## src/rtl/la_sram_sequencer.sv

```systemverilog
// -----------------------------------------------------------------------------
// la_sram_sequencer
//
// Sequences a pair (LA_CHIPS) of quad-SPI SRAMs used as logic-analyzer sample
// memory. Capture mode sends WRITE 0x02 + address 0x000000, then writes one LA
// sample per sample_en strobe. Each chip stores one nibble of every sample.
// Readback mode sends READ 0x03 + address 0x000000 and one dummy byte, then
// clocks out one sample per rd_next pulse.
//
// Every SQI nibble takes two clk cycles: phase L (sram_clock=0, data set up)
// and phase H (sram_clock=1). The SRAM samples on the rising sram_clock edge.
//
// Optional feature: define LA_TRIGGER_EN to add trig_mask/trig_value and an
// ARM state. In ARM, capture waits for the first strobe whose masked sample
// equals the masked trigger value. That strobe becomes sample 0.
//
// Ports:
//   clk, rst         clock, asynchronous active-low reset
//   start, rd_start  begin capture / readback (ignored while busy)
//   rd_next          fetch the next readback sample
//   abort            return to IDLE from any state, chips deselected
//   sample_count     samples to capture (latched on start)
//   la_sample        latched LA pin data
//   sample_en        sample-rate strobe
//   lat_oe           LA input latch enable (capture states)
//   sram_clock       SQI clock, one identical bit per chip
//   sram_cs          active-low chip selects, one identical bit per chip
//   sram_sio_o       sio drive data, nibble k to chip k
//   sram_sio_oe      1 = this block drives sio
//   sram_sio_i       sio read data
//   rd_data          last read sample
//   rd_valid         one-cycle pulse when rd_data updates
//   busy             state is not IDLE
//   done             one-cycle pulse at capture completion
//   overrun          sticky, a strobe arrived during a transfer (cleared on start)
//   captured         samples written in the current/last capture
// -----------------------------------------------------------------------------
module la_sram_sequencer #(
    parameter int LA_WIDTH    = 8,
    parameter int LA_CHIPS    = 2,
    parameter int COUNT_WIDTH = 16
) (
    input  logic                   clk,
    input  logic                   rst,
    input  logic                   start,
    input  logic                   rd_start,
    input  logic                   rd_next,
    input  logic                   abort,
    input  logic [COUNT_WIDTH-1:0] sample_count,
    input  logic [LA_WIDTH-1:0]    la_sample,
    input  logic                   sample_en,
`ifdef LA_TRIGGER_EN
    input  logic [LA_WIDTH-1:0]    trig_mask,
    input  logic [LA_WIDTH-1:0]    trig_value,
`endif
    output logic                   lat_oe,
    output logic [LA_CHIPS-1:0]    sram_clock,
    output logic [LA_CHIPS-1:0]    sram_cs,
    output logic [LA_WIDTH-1:0]    sram_sio_o,
    output logic                   sram_sio_oe,
    input  logic [LA_WIDTH-1:0]    sram_sio_i,
    output logic [LA_WIDTH-1:0]    rd_data,
    output logic                   rd_valid,
    output logic                   busy,
    output logic                   done,
    output logic                   overrun,
    output logic [COUNT_WIDTH-1:0] captured
);

    typedef enum logic [3:0] {
        S_IDLE, S_WCMD, S_CAPT, S_WDONE, S_RCMD, S_RDUMMY, S_RWAIT, S_RCLK
`ifdef LA_TRIGGER_EN
        , S_ARM
`endif
    } state_t;

    state_t                 state_reg, state_next;
    logic                   phase_reg, phase_next;       // 0 = phase L, 1 = phase H
    logic                   xfer_reg, xfer_next;         // CAPT: sample transfer in flight
    logic [2:0]             nib_cnt_reg, nib_cnt_next;
    logic [COUNT_WIDTH-1:0] count_reg, count_next;
    logic [COUNT_WIDTH-1:0] captured_reg, captured_next;
    logic                   overrun_reg, overrun_next;
    logic [LA_WIDTH-1:0]    sample_reg, sample_next;
    logic [LA_WIDTH-1:0]    rd_data_reg, rd_data_next;
    logic                   rd_valid_reg, rd_valid_next;

    logic                   cs_n, sclk, cmd_sel, data_sel;
    logic [3:0]             cmd_nib;
    logic [COUNT_WIDTH-1:0] captured_inc;

    assign captured_inc = captured_reg + {{(COUNT_WIDTH-1){1'b0}}, 1'b1};

    always_ff @(posedge clk or negedge rst) begin
        if (!rst) begin
            state_reg    <= S_IDLE;
            phase_reg    <= 1'b0;
            xfer_reg     <= 1'b0;
            nib_cnt_reg  <= '0;
            count_reg    <= '0;
            captured_reg <= '0;
            overrun_reg  <= 1'b0;
            sample_reg   <= '0;
            rd_data_reg  <= '0;
            rd_valid_reg <= 1'b0;
        end else begin
            state_reg    <= state_next;
            phase_reg    <= phase_next;
            xfer_reg     <= xfer_next;
            nib_cnt_reg  <= nib_cnt_next;
            count_reg    <= count_next;
            captured_reg <= captured_next;
            overrun_reg  <= overrun_next;
            sample_reg   <= sample_next;
            rd_data_reg  <= rd_data_next;
            rd_valid_reg <= rd_valid_next;
        end
    end

    always_comb begin
        state_next    = state_reg;
        phase_next    = phase_reg;
        xfer_next     = xfer_reg;
        nib_cnt_next  = nib_cnt_reg;
        count_next    = count_reg;
        captured_next = captured_reg;
        overrun_next  = overrun_reg;
        sample_next   = sample_reg;
        rd_data_next  = rd_data_reg;
        rd_valid_next = 1'b0;
        cs_n          = 1'b1;
        sclk          = 1'b0;
        sram_sio_oe   = 1'b0;
        lat_oe        = 1'b0;
        done          = 1'b0;
        cmd_sel       = 1'b0;
        data_sel      = 1'b0;
        cmd_nib       = 4'h0;

        // Next state. abort beats everything, including start.
        if (abort) begin
            state_next   = S_IDLE;
            phase_next   = 1'b0;
            xfer_next    = 1'b0;
            nib_cnt_next = '0;
        end else begin
            case (state_reg)
                S_IDLE: begin
                    phase_next   = 1'b0;
                    nib_cnt_next = '0;
                    if (start) begin
                        count_next    = sample_count;
                        captured_next = '0;
                        overrun_next  = 1'b0;
                        // Zero-length capture never selects the chips.
                        state_next    = (sample_count == '0) ? S_WDONE : S_WCMD;
                    end else if (rd_start) begin
                        state_next = S_RCMD;
                    end
                end
                S_WCMD, S_RCMD: begin
                    phase_next = ~phase_reg;
                    if (phase_reg) begin
                        nib_cnt_next = nib_cnt_reg + 3'd1;   // wraps to 0 after nibble 7
                        if (nib_cnt_reg == 3'd7) begin
                            if (state_reg == S_RCMD) begin
                                state_next = S_RDUMMY;
                            end else begin
`ifdef LA_TRIGGER_EN
                                state_next = S_ARM;
`else
                                state_next = S_CAPT;
`endif
                            end
                        end
                    end
                end
`ifdef LA_TRIGGER_EN
                S_ARM: begin
                    // The triggering strobe is written as sample 0.
                    if (sample_en && ((la_sample & trig_mask) == (trig_value & trig_mask))) begin
                        state_next  = S_CAPT;
                        sample_next = la_sample;
                        xfer_next   = 1'b1;
                        phase_next  = 1'b0;
                    end
                end
`endif
                S_CAPT: begin
                    if (xfer_reg) begin
                        // A strobe while a sample is still on the bus is lost.
                        if (sample_en) overrun_next = 1'b1;
                        phase_next = ~phase_reg;
                        if (phase_reg) begin
                            xfer_next     = 1'b0;
                            captured_next = captured_inc;
                            if (captured_inc == count_reg) state_next = S_WDONE;
                        end
                    end else if (sample_en) begin
                        sample_next = la_sample;
                        xfer_next   = 1'b1;
                        phase_next  = 1'b0;
                    end
                end
                S_WDONE: state_next = S_IDLE;
                S_RDUMMY: begin
                    phase_next = ~phase_reg;
                    if (phase_reg) begin
                        nib_cnt_next = nib_cnt_reg + 3'd1;
                        if (nib_cnt_reg == 3'd1) begin
                            nib_cnt_next = '0;
                            state_next   = S_RWAIT;
                        end
                    end
                end
                S_RWAIT: begin
                    if (rd_next) begin
                        state_next = S_RCLK;
                        phase_next = 1'b0;
                    end
                end
                S_RCLK: begin
                    phase_next = ~phase_reg;
                    if (phase_reg) begin
                        rd_data_next  = sram_sio_i;
                        rd_valid_next = 1'b1;
                        state_next    = S_RWAIT;
                    end
                end
                default: state_next = S_IDLE;
            endcase
        end

        // Pin-side outputs are decoded from the current state only.
        case (state_reg)
            S_WCMD: begin
                cs_n        = 1'b0;
                sram_sio_oe = 1'b1;
                sclk        = phase_reg;
                cmd_sel     = 1'b1;
                cmd_nib     = (nib_cnt_reg == 3'd1) ? 4'h2 : 4'h0;
            end
            S_RCMD: begin
                cs_n        = 1'b0;
                sram_sio_oe = 1'b1;
                sclk        = phase_reg;
                cmd_sel     = 1'b1;
                cmd_nib     = (nib_cnt_reg == 3'd1) ? 4'h3 : 4'h0;
            end
`ifdef LA_TRIGGER_EN
            S_ARM: begin
                cs_n        = 1'b0;
                sram_sio_oe = 1'b1;
                lat_oe      = 1'b1;
            end
`endif
            S_CAPT: begin
                cs_n        = 1'b0;
                sram_sio_oe = 1'b1;
                lat_oe      = 1'b1;
                sclk        = xfer_reg & phase_reg;
                data_sel    = 1'b1;
            end
            S_WDONE: done = 1'b1;
            S_RDUMMY, S_RCLK: begin
                cs_n = 1'b0;
                sclk = phase_reg;
            end
            S_RWAIT: cs_n = 1'b0;
            default: ;
        endcase
    end

    // Commands go to every chip; sample data is split one nibble per chip.
    for (genvar gi = 0; gi < LA_CHIPS; gi++) begin : g_chip
        assign sram_sio_o[4*gi +: 4] = cmd_sel  ? cmd_nib :
                                       data_sel ? sample_reg[4*gi +: 4] : 4'h0;
        assign sram_clock[gi]        = sclk;
        assign sram_cs[gi]           = cs_n;
    end

    assign busy     = (state_reg != S_IDLE);
    assign overrun  = overrun_reg;
    assign captured = captured_reg;
    assign rd_data  = rd_data_reg;
    assign rd_valid = rd_valid_reg;

endmodule

```

## config.mk

```make
export PLATFORM = sky130hd
export DESIGN_NAME = la_sram_sequencer
export DESIGN_NICKNAME = d
export VERILOG_FILES = /design/src/rtl/la_sram_sequencer.sv
export SDC_FILE = /design/constraint.sdc
export NUM_CORES = 1
export LEC_CHECK = 0
export ABC_AREA = 1
export CAP_MARGIN = 15
export CORE_MARGIN = 5
export CORE_UTILIZATION = 50
export CTS_CLUSTER_SIZE = 16
export DETAILED_ROUTE_END_ITERATION = 6
export PLACE_DENSITY = 0.8
export RECOVER_POWER = 50
export SLEW_MARGIN = 20
export SYNTH_ARGS = -nofsm -noshare
export SYNTH_HDL_FRONTEND = slang
export SYNTH_SLANG_ARGS = --single-unit
```

## constraint.sdc

```tcl
create_clock -name clk -period 2.5 [get_ports clk]
set_clock_uncertainty 0.05 [all_clocks]
set_input_delay 0.5 -clock clk [delete_from_list [all_inputs] [get_ports clk]]
set_output_delay 0.5 -clock clk [all_outputs]
set_load 0.01 [all_outputs]
```

==> Word level (Yosys, flattened, before mapping) <==
Cells that the tools add are included.
{ "totals": {"regBits": 59, "latch_bits": 0, "mem_bits_rw": 0, "romBits": 0, "inputBits": 39, "out_inout_bits": 42, "word_cells": 114, "n_memories": 0} }
{ "classes": {"n_addsub": 2, "multipliers": 0, "div": 0, "magnitude_cmp": 0, "n_eq_ne": 25, "shift": 0, "mux": 54, "bitwise": 4, "reduce_logical": 19} }
{ "ops": {"columns": ["op", "n"], "rows": [
  ["two-way mux 4 bit", 16],
  ["two-way mux 16 bit", 3],
  ["case mux 16 bit (2 select lines)", 1],
  ["case mux 4 bit (6 select lines)", 1],
  ["!= test 3 bit (second input constant)", 7],
  ["two-way mux 1 bit", 20],
  ["adder 16 x 1 -> 16 bit (second input constant)", 1],
  ["equality test 16 bit", 1],
  ["equality test 4 x 3 -> 1 bit (second input constant)", 4],
  ["zero test 16 bit", 1],
  ["two-way mux 3 bit", 5],
  ["AND reduction 3 bit", 4],
  ["AND reduction 10 bit", 1],
  ["AND reduction 5 bit", 2],
  ["case mux 3 bit (3 select lines)", 1],
  ["equality test 4 x 2 -> 1 bit (second input constant)", 2],
  ["!= test 2 bit (second input constant)", 4],
  ["!= test 4 bit (second input constant)", 2],
  ["nonzero test 4 bit", 2],
  ["two-way mux 2 bit", 3],
  ["!= test 3 x 1 -> 1 bit (second input constant)", 2],
  ["OR reduction 6 bit", 1],
  ["nonzero test 5 bit", 1],
  ["equality test 4 x 1 -> 1 bit (second input constant)", 1],
  ["other kinds (14)", 18]
]} }

==> Logic depth before layout (Yosys ltp) <==
Gate-level depths: netlist of the first run.
{ "depth": {"ltp_word": 7, "mapped_depth": 17, "mapped_depth_nobuf": 17} }

==> Least setup slack after synthesis of the first run <==
No wires, ideal clock.
{ "synth_path": {"path_type": "register to register", "from": "register captured_reg[0], in the netlist captured[0]", "to": "register state_reg[0]", "setup_time_ps": 119, "t_arrival_ps": 1718, "required_time_ps": 2331, "slack_ps": 613, "stages_incl_launch_ff": 15, "n_path_buf": 0, "synth_period_minus_slack_ps": 1887, "cell_sequence": "dfrtp_1 > ha_1 > nand3_1 > o21ai_0 > nand2_1 > nand2_1 > nand3_1 > nor2_1 > nand2_1 > nor2_1 > nand2_1 > nand2_2 > nand2_2 > nand3_1 > nand2_1"} }
{ "synth_via": {"elab_chain_cells": 4} }
{ "synth_lines": {"columns": ["element", "line_no", "source"], "rows": [
  ["start, declared", "82", "logic [COUNT_WIDTH-1:0] captured_reg, captured_next;"],
  ["start signal, assigned", "112", "captured_reg <= captured_next;"],
  ["adder 16 x 1 -> 16 bit", "92", "assign captured_inc = captured_reg + {{(COUNT_WIDTH-1){1'b0}}, 1'b1};"],
  ["equality test 16 bit", "197", "if (captured_inc == count_reg) state_next = S_WDONE;"],
  ["!= test 3 bit (no source line)", null, null],
  ["AND reduction 10 bit (no source line)", null, null],
  ["end signal, assigned", "107", "state_reg <= state_next;"],
  ["end, declared", "77", "state_t state_reg, state_next;"]
]} }
No other way between the ends.
A chain may end at the register's enable or synchronous reset.

==> Worst setup path in the final report of the first run <==
{ "layout_path": {"from": "register state_reg[2]", "to": "output done"} }
{ "layout_via": {"elab_chain_cells": 2} }
{ "layout_lines": {"columns": ["element", "line_no", "source"], "rows": [
  ["equality test 4 x 2 -> 1 bit", "235", "case (state_reg)"],
  ["two-way mux 1 bit", "235", null],
  ["end, declared", "65", "output logic done,"]
]} }
No other way between the ends.

==> impl_metrics.ini, run 1 <==
[synthesis]
syn_nets = 472
netlist_top_cells_count = nand2_1 (117), dfrtp_1 (58), inv_1 (54)
yosysSeqAreaShare = 0.431
synth_edf_count = 0
syn-instance-count = 429
async_reset_ff_frac = 1.00
synth_most_common_cell = nand2_1
yosysTopAreaCell = dfrtp_1
syn_area_per_cell_sq_um = 7.85
synth_ff_type = dfrtp_1
syn_area_sq_mm = 0.00337
ys_ff_latch = 58
yosysUniqueCellTypes = 40
yosysWarnings = 0
synth.top_cell.area_share = 0.431
synth.area.top_cells = dfrtp_1 (43%), nand2_1 (13%), inv_1 (6.0%)

[layout]
area_delta_synth_final_pct = 32.8
fin_nets = 561
fin_cells = 603
drive_gt1_frac = 0.126
fin_util = 0.670
antenna_cells = 0

[timing]
period_minus_slack_ns = 2.41
tns_ns = 0
slew_viol_final = 0
clock.fmax_mhz = 414
worst_hold_slack_ns = 0.418
finalSetupViolCount = 0
min_period_over_period = 0.966
slew_headroom = 0.0604
hold_viol = 0
worst-slew-pin-transition_ns = 1.41
layout_setup_ws_ns = 0.0852

[setup_path]
r2r-start = captured[1]
regToRegSetupSlack_ns = 0.23
critPathCaptureType = primary output
ff2ff_path_depth = 16
critPathRequiredTime_ns = 1.95
path_max_fanout = 7
startpoint_type = register
crit_type = reg2out
arrival_ns = 1.86
r2r-end = state_reg[2]

[power_and_ir_drop]
power.leakage_uw = 0.00215
power_density_mw_per_mm2 = 870
irDropWorstVdd_uv = 564

[global_routing]
grt_antenna_before_repair = 0
use_met1 = 0.262
grt_max_degree = 33
grt_use_met2 = 0.372
grt_busiest_layer = met2
grt_use_total = 0.220
grt_pass1_vias = 3267
grt-ovfl-total = 0
grt_pass1_wl_um = 14900
met3_usage = 0.0673

[routing]
avgViaCountPerCell = 5.38
dr.first_iter.drc_count = 248
via_count = 3243
routed_wl_um = 8840
ant_nets = 0
first_pass_iters = 5
drc = 0
routedWlPerCell_um = 14.7

[clock_network]
clock_latency_ns = 0.34
path_clk_slew_ns = 0.07
ctsRootBufferMaster = clkbuf_8
cts_tree = built
cts_max_level = 3
clock_sinks = 58
cts.path.max_buffers = 2
hold_buffers = 0
cts_buffers = 9

[floorplanning]
io_pins = 81
core_area_sq_mm = 0.00668
fp.dieArea_sq_mm = 0.00848
dieHeight_um = 92.1
start_util = 0.504
rows = 30
fp.dieW_um = 92.1

[placed_design]
place.gp.congestion = 0.905
dp_hpwl_um = 6530
pre_cts_ws_ns = 0.162
numPlacedInstances = 582
io_buffer_count = 80

[run]
cap_violations = 0

[min_path]
hold_path.class = in2async

[status]
status = finished, final reports clean
[stage by stage]
stage                     total power [uW]  instance area (sq um)
after floorplan                       2390                   3370
after global placement                2890                   4240
after detailed placement              2920                   4240
after CTS                             3910                   4490
after global routing                  4170                   4470
final                                 3890                   4470
[how the worst max path moves through the flow]
stage / start / cells past startpoint / endpoint
floorplan: captured[0] / 14 / state_reg[0]
global placement: state_reg[2] / 4 / sram_sio_o[4]
detailed placement: state_reg[2] / 4 / sram_sio_o[4]
CTS: state_reg[1] / 7 / sram_sio_oe
global route: captured[1] / 16 / state_reg[2]
finish: state_reg[2] / 3 / done
[cells by family (layout without fill, tap and decap cells)]
kind of cell | after synthesis | after routing | share of synthesized area
flip-flops | 58 | 58 | 0.431
AO/OA/AOI/OAI | 52 | 52 | 0.0884
XOR/XNOR | 4 | 4 | 0.0145
multiplexers | 12 | 12 | 0.0412
AND/OR/NAND/NOR | 224 | 224 | 0.311
adder cells (fa/ha/maj) | 4 | 4 | 0.0149
buffers and inverters | 75 | 169 | 0.0991
[per-layer routing]
metal | share of wire | up-vias
li1 | - | 1578
met1 | 0.40 | 1497
met2 | 0.49 | 152
met3 | 0.084 | 16
met4 | 0.021 | 0
met5 | 0 | -
[layout by cell type, fill, tap and decap left out, types with 2 or more instances in the layout]
cell             instances
bufinv_16                2
nor2_2                   4
nand2_1                118
o21ai_0                 19
dfrtp_2                  2
inv_1                   54
clkbuf_8                10
nor3_1                   2
nand2_2                  6
nor2_1                  33
o31ai_1                  2
xor2_1                   2
mux2_2                  11
o22ai_1                 12
clkbuf_1                 3
buf_4                    9
inv_2                    5
dfrtp_1                 56
nand4_1                 11
a21oi_1                  7
nor4_1                   2
dlygate4sd3_1            9
clkdlybuf4s50_1         59
ha_1                     3
nand3b_1                 5
dlygate4sd2_1           10
nand3_1                 35
clkinv_2                 2
o21ai_1                  6
nor2_4                   3
[area by class of cell]
type                       count  area (sq um)
clock buffer                  11           141
clock inverter                 5          77.6
fill                         558          2210
inverter                      61           231
multi-input combinational    296          1590
sequential                    58          1450
tap                           80           100
timing repair buffer          92           881
[report_power, final]
group,internal [uW],switching [uW],total (uW)
Combinational,675,895,1570
Clock,585,380,964
Sequential,1190,169,1360
[what timing repair did]
| item | CTS | global route |
|---|---|---|
| setup endpoints to repair | 11 | 5 |
| gates resized for setup | 14 | 4 |
| pin swaps | 0 | 0 |
| buffers inserted | 5 | 0 |
[worst max-delay path: stages, from the launching register on]
cell and delay (ns):
dfrtp_2 0.43, buf_4 0.17, nor3_1 0.32, clkdlybuf4s50_1 0.61
(Power assumes the default switching activity.)
==> run 2: changes to the inputs <==
- ABC_AREA: 1 -> default
- CORE_UTILIZATION: 50 -> 51
- PLACE_DENSITY: 0.8 -> 0.81
- SLEW_MARGIN: 20 -> 10
==> impl_metrics.ini, run 2 <==
[status]
status = finished, final reports clean

[routing]
dr.first_iter.drc_count = 241
ant_nets = 0
avgViaCountPerCell = 5.99
first_pass_iters = 5
drc = 0
routed_wl_um = 10400
via_count = 3410
routedWlPerCell_um = 18.3

[synthesis]
synthMuxAreaShare = 0.0800
syn_area_per_cell_sq_um = 9.20
ys_ff_latch = 58
synth_edf_count = 0
synth.top_cell.area_share = 0.414
yosysTopAreaCell = dfrtp_1
synth_most_common_cell = dfrtp_1
netlist_top_cells_count = dfrtp_1 (58), nand2_1 (54), nor2_1 (34)
synth_xor_xnor_area_share = 0.0350
synth_compound_area_frac = 0.163
synth_ff_type = dfrtp_1
syn-instance-count = 381
yosysSeqAreaShare = 0.414
syn_area_sq_mm = 0.00350
synth_top_family_by_area = simple AND/OR/NAND/NOR gates
yosysUniqueCellTypes = 57
synthAdderAreaFrac = 0.0143
yosysWarnings = 0
synth.area.top_cells = dfrtp_1 (41%), mux2_2 (7.7%), nand2_1 (5.8%)
syn_nets = 424
yosys.area_share.simple = 0.226
async_reset_ff_frac = 1.00

[global_routing]
grt_pass1_vias = 3442
grt_pass1_wl_um = 16400
grt_max_degree = 59
grt_use_total = 0.241
grt-ovfl-total = 0
grt_antenna_before_repair = 0

[clock_network]
path_clk_slew_ns = 0.07
clock_sinks = 58
cts_max_level = 3
cts_tree = built
clock_latency_ns = 0.34
hold_buffers = 0
ctsRootBufferMaster = clkbuf_8
cts_buffers = 9
cts.path.max_buffers = 2

[power_and_ir_drop]
combPwrFrac = 0.413
pwr-share-clk = 0.229
p_total_uw = 3950
swShare = 0.362
internal_power_uw = 2520
pwr-share-seq = 0.357
power.switching_uw = 1430
irDropWorstVdd_uv = 545
power.leakage_uw = 0.00209
power_density_mw_per_mm2 = 820

[timing]
tns_ns = 0
worst-slew-pin-transition_ns = 1.46
rsz0062_at_grt = yes
slew_headroom = 0.0263
layout_setup_ws_ns = 0.0555
slew_viol_final = 0
min_period_over_period = 0.978
clock.fmax_mhz = 409
worst_hold_slack_ns = 0.421
finalSetupViolCount = 0
period_minus_slack_ns = 2.44
hold_viol = 0

[layout]
final_cell_mix = clkdlybuf4s50_1 (60), nand2_1 (54), dfrtp_1 (53)
antenna_cells = 0
fin_nets = 527
final_common_cell = clkdlybuf4s50_1
drive_gt1_frac = 0.237
fill_cells = 520
area_delta_synth_final_pct = 37.6

[floorplanning]
rows = 30
fp.dieW_um = 92.9
fp.dieArea_sq_mm = 0.00863
io_pins = 81
start_util = 0.519
core_area_sq_mm = 0.00676
dieHeight_um = 92.9

[setup_path]
path_max_fanout = 11
critPathRequiredTime_ns = 1.95
critPathCaptureType = primary output
startpoint_type = register
arrival_ns = 1.89
crit_type = reg2out

[placed_design]
dp_hpwl_um = 7070
io_buffer_count = 80
pre_cts_ws_ns = 0.0111
place.gp.congestion = 0.928

[run]
cap_violations = 0

[min_path]
hold_path.class = reg2reg
## run 2: cell types whose count changed after synthesis, moves of 10 or more
cell and change:
nand2_1 -63, o21ai_0 +13, inv_1 -48, mux2_2 +13
nand3_1 -23, o22ai_1 -10
## run 2: final cells by class
type	count	area, sq um	share of cell area
clock buffers	12	155	0.0322
clock inverters	4	50.0	0.0104
inverters	7	26.3	0.00545
multi-input cells	290	1950	0.405
flip-flops and latches	58	1460	0.302
well taps	80	100	0.0208
repair buffers	118	1080	0.224
## run 2: what timing repair did
action	CTS	global route
pin swaps	1	12
buffers inserted	3	2
endpoints found under the setup margin	16	15
resized for setup	15	29
## run 2: final timing paths
kind | start | to | slack [ns] | depth (start not counted)
max | state_reg[2] | busy | 0.06 | 3
min | rd_data[0] | rd_data[0] | 0.42 | 2
max reg2reg | captured[0] | state_reg[0] | 0.08 | 8
min reg2reg | rd_data[0] | rd_data[0] | 0.42 | 2
max in group asynchronous | rst | state_reg[2] | 0.90 | 2
min in group asynchronous | rst | count_reg[8] | 0.54 | 2
## run 2: metrics by stage
step	area (sq um)	util	cells
3_5_place_dp	4470	0.662	548
3_3_place_gp	4470	0.662	548
6_report	4820	0.714	569
5_1_grt	4820	0.714	569
2_1_floorplan	3510	-	381
4_1_cts	4720	0.699	567
## run 2: logic make-up (layout without fill, tap and decap cells)
| family | Yosys count | count (layout) |
|---|---|---|
| AOI/OAI and AO/OA | 89 | 89 |
| xor gates and xnor gates | 14 | 14 |
| adders and majority gates | 4 | 4 |
| buffers and inverters | 33 | 141 |
| DFF | 58 | 58 |
| muxes | 25 | 25 |
| and+or+nand+nor | 158 | 158 |
## run 2: metal layers
layer / GRT usage / share of wire / vias to the layer above
met4: 0.0891 / 0.020 / 0
met5: 0 / 0 / -
met1: 0.295 / 0.40 / 1638
met2: 0.410 / 0.50 / 176
li1: - / - / 1571
met3: 0.0593 / 0.079 / 25
## run 2: power by group through the flow
stage | Combinational [uW] | Clock [uW] | Sequential (uW)
2_1_floorplan | 1040 | 0 | 1310
3_5_place_dp | 1470 | 0 | 1410
3_3_place_gp | 1450 | 0 | 1400
4_1_cts | 1510 | 917 | 1390
5_1_grt | 1760 | 960 | 1440
6_report | 1630 | 907 | 1410
## run 2: critical path: stages, from the launching register on
cell             delay [ns]
dfrtp_2                0.49
buf_4                  0.19
or3_1                  0.38
clkdlybuf4s50_1        0.49
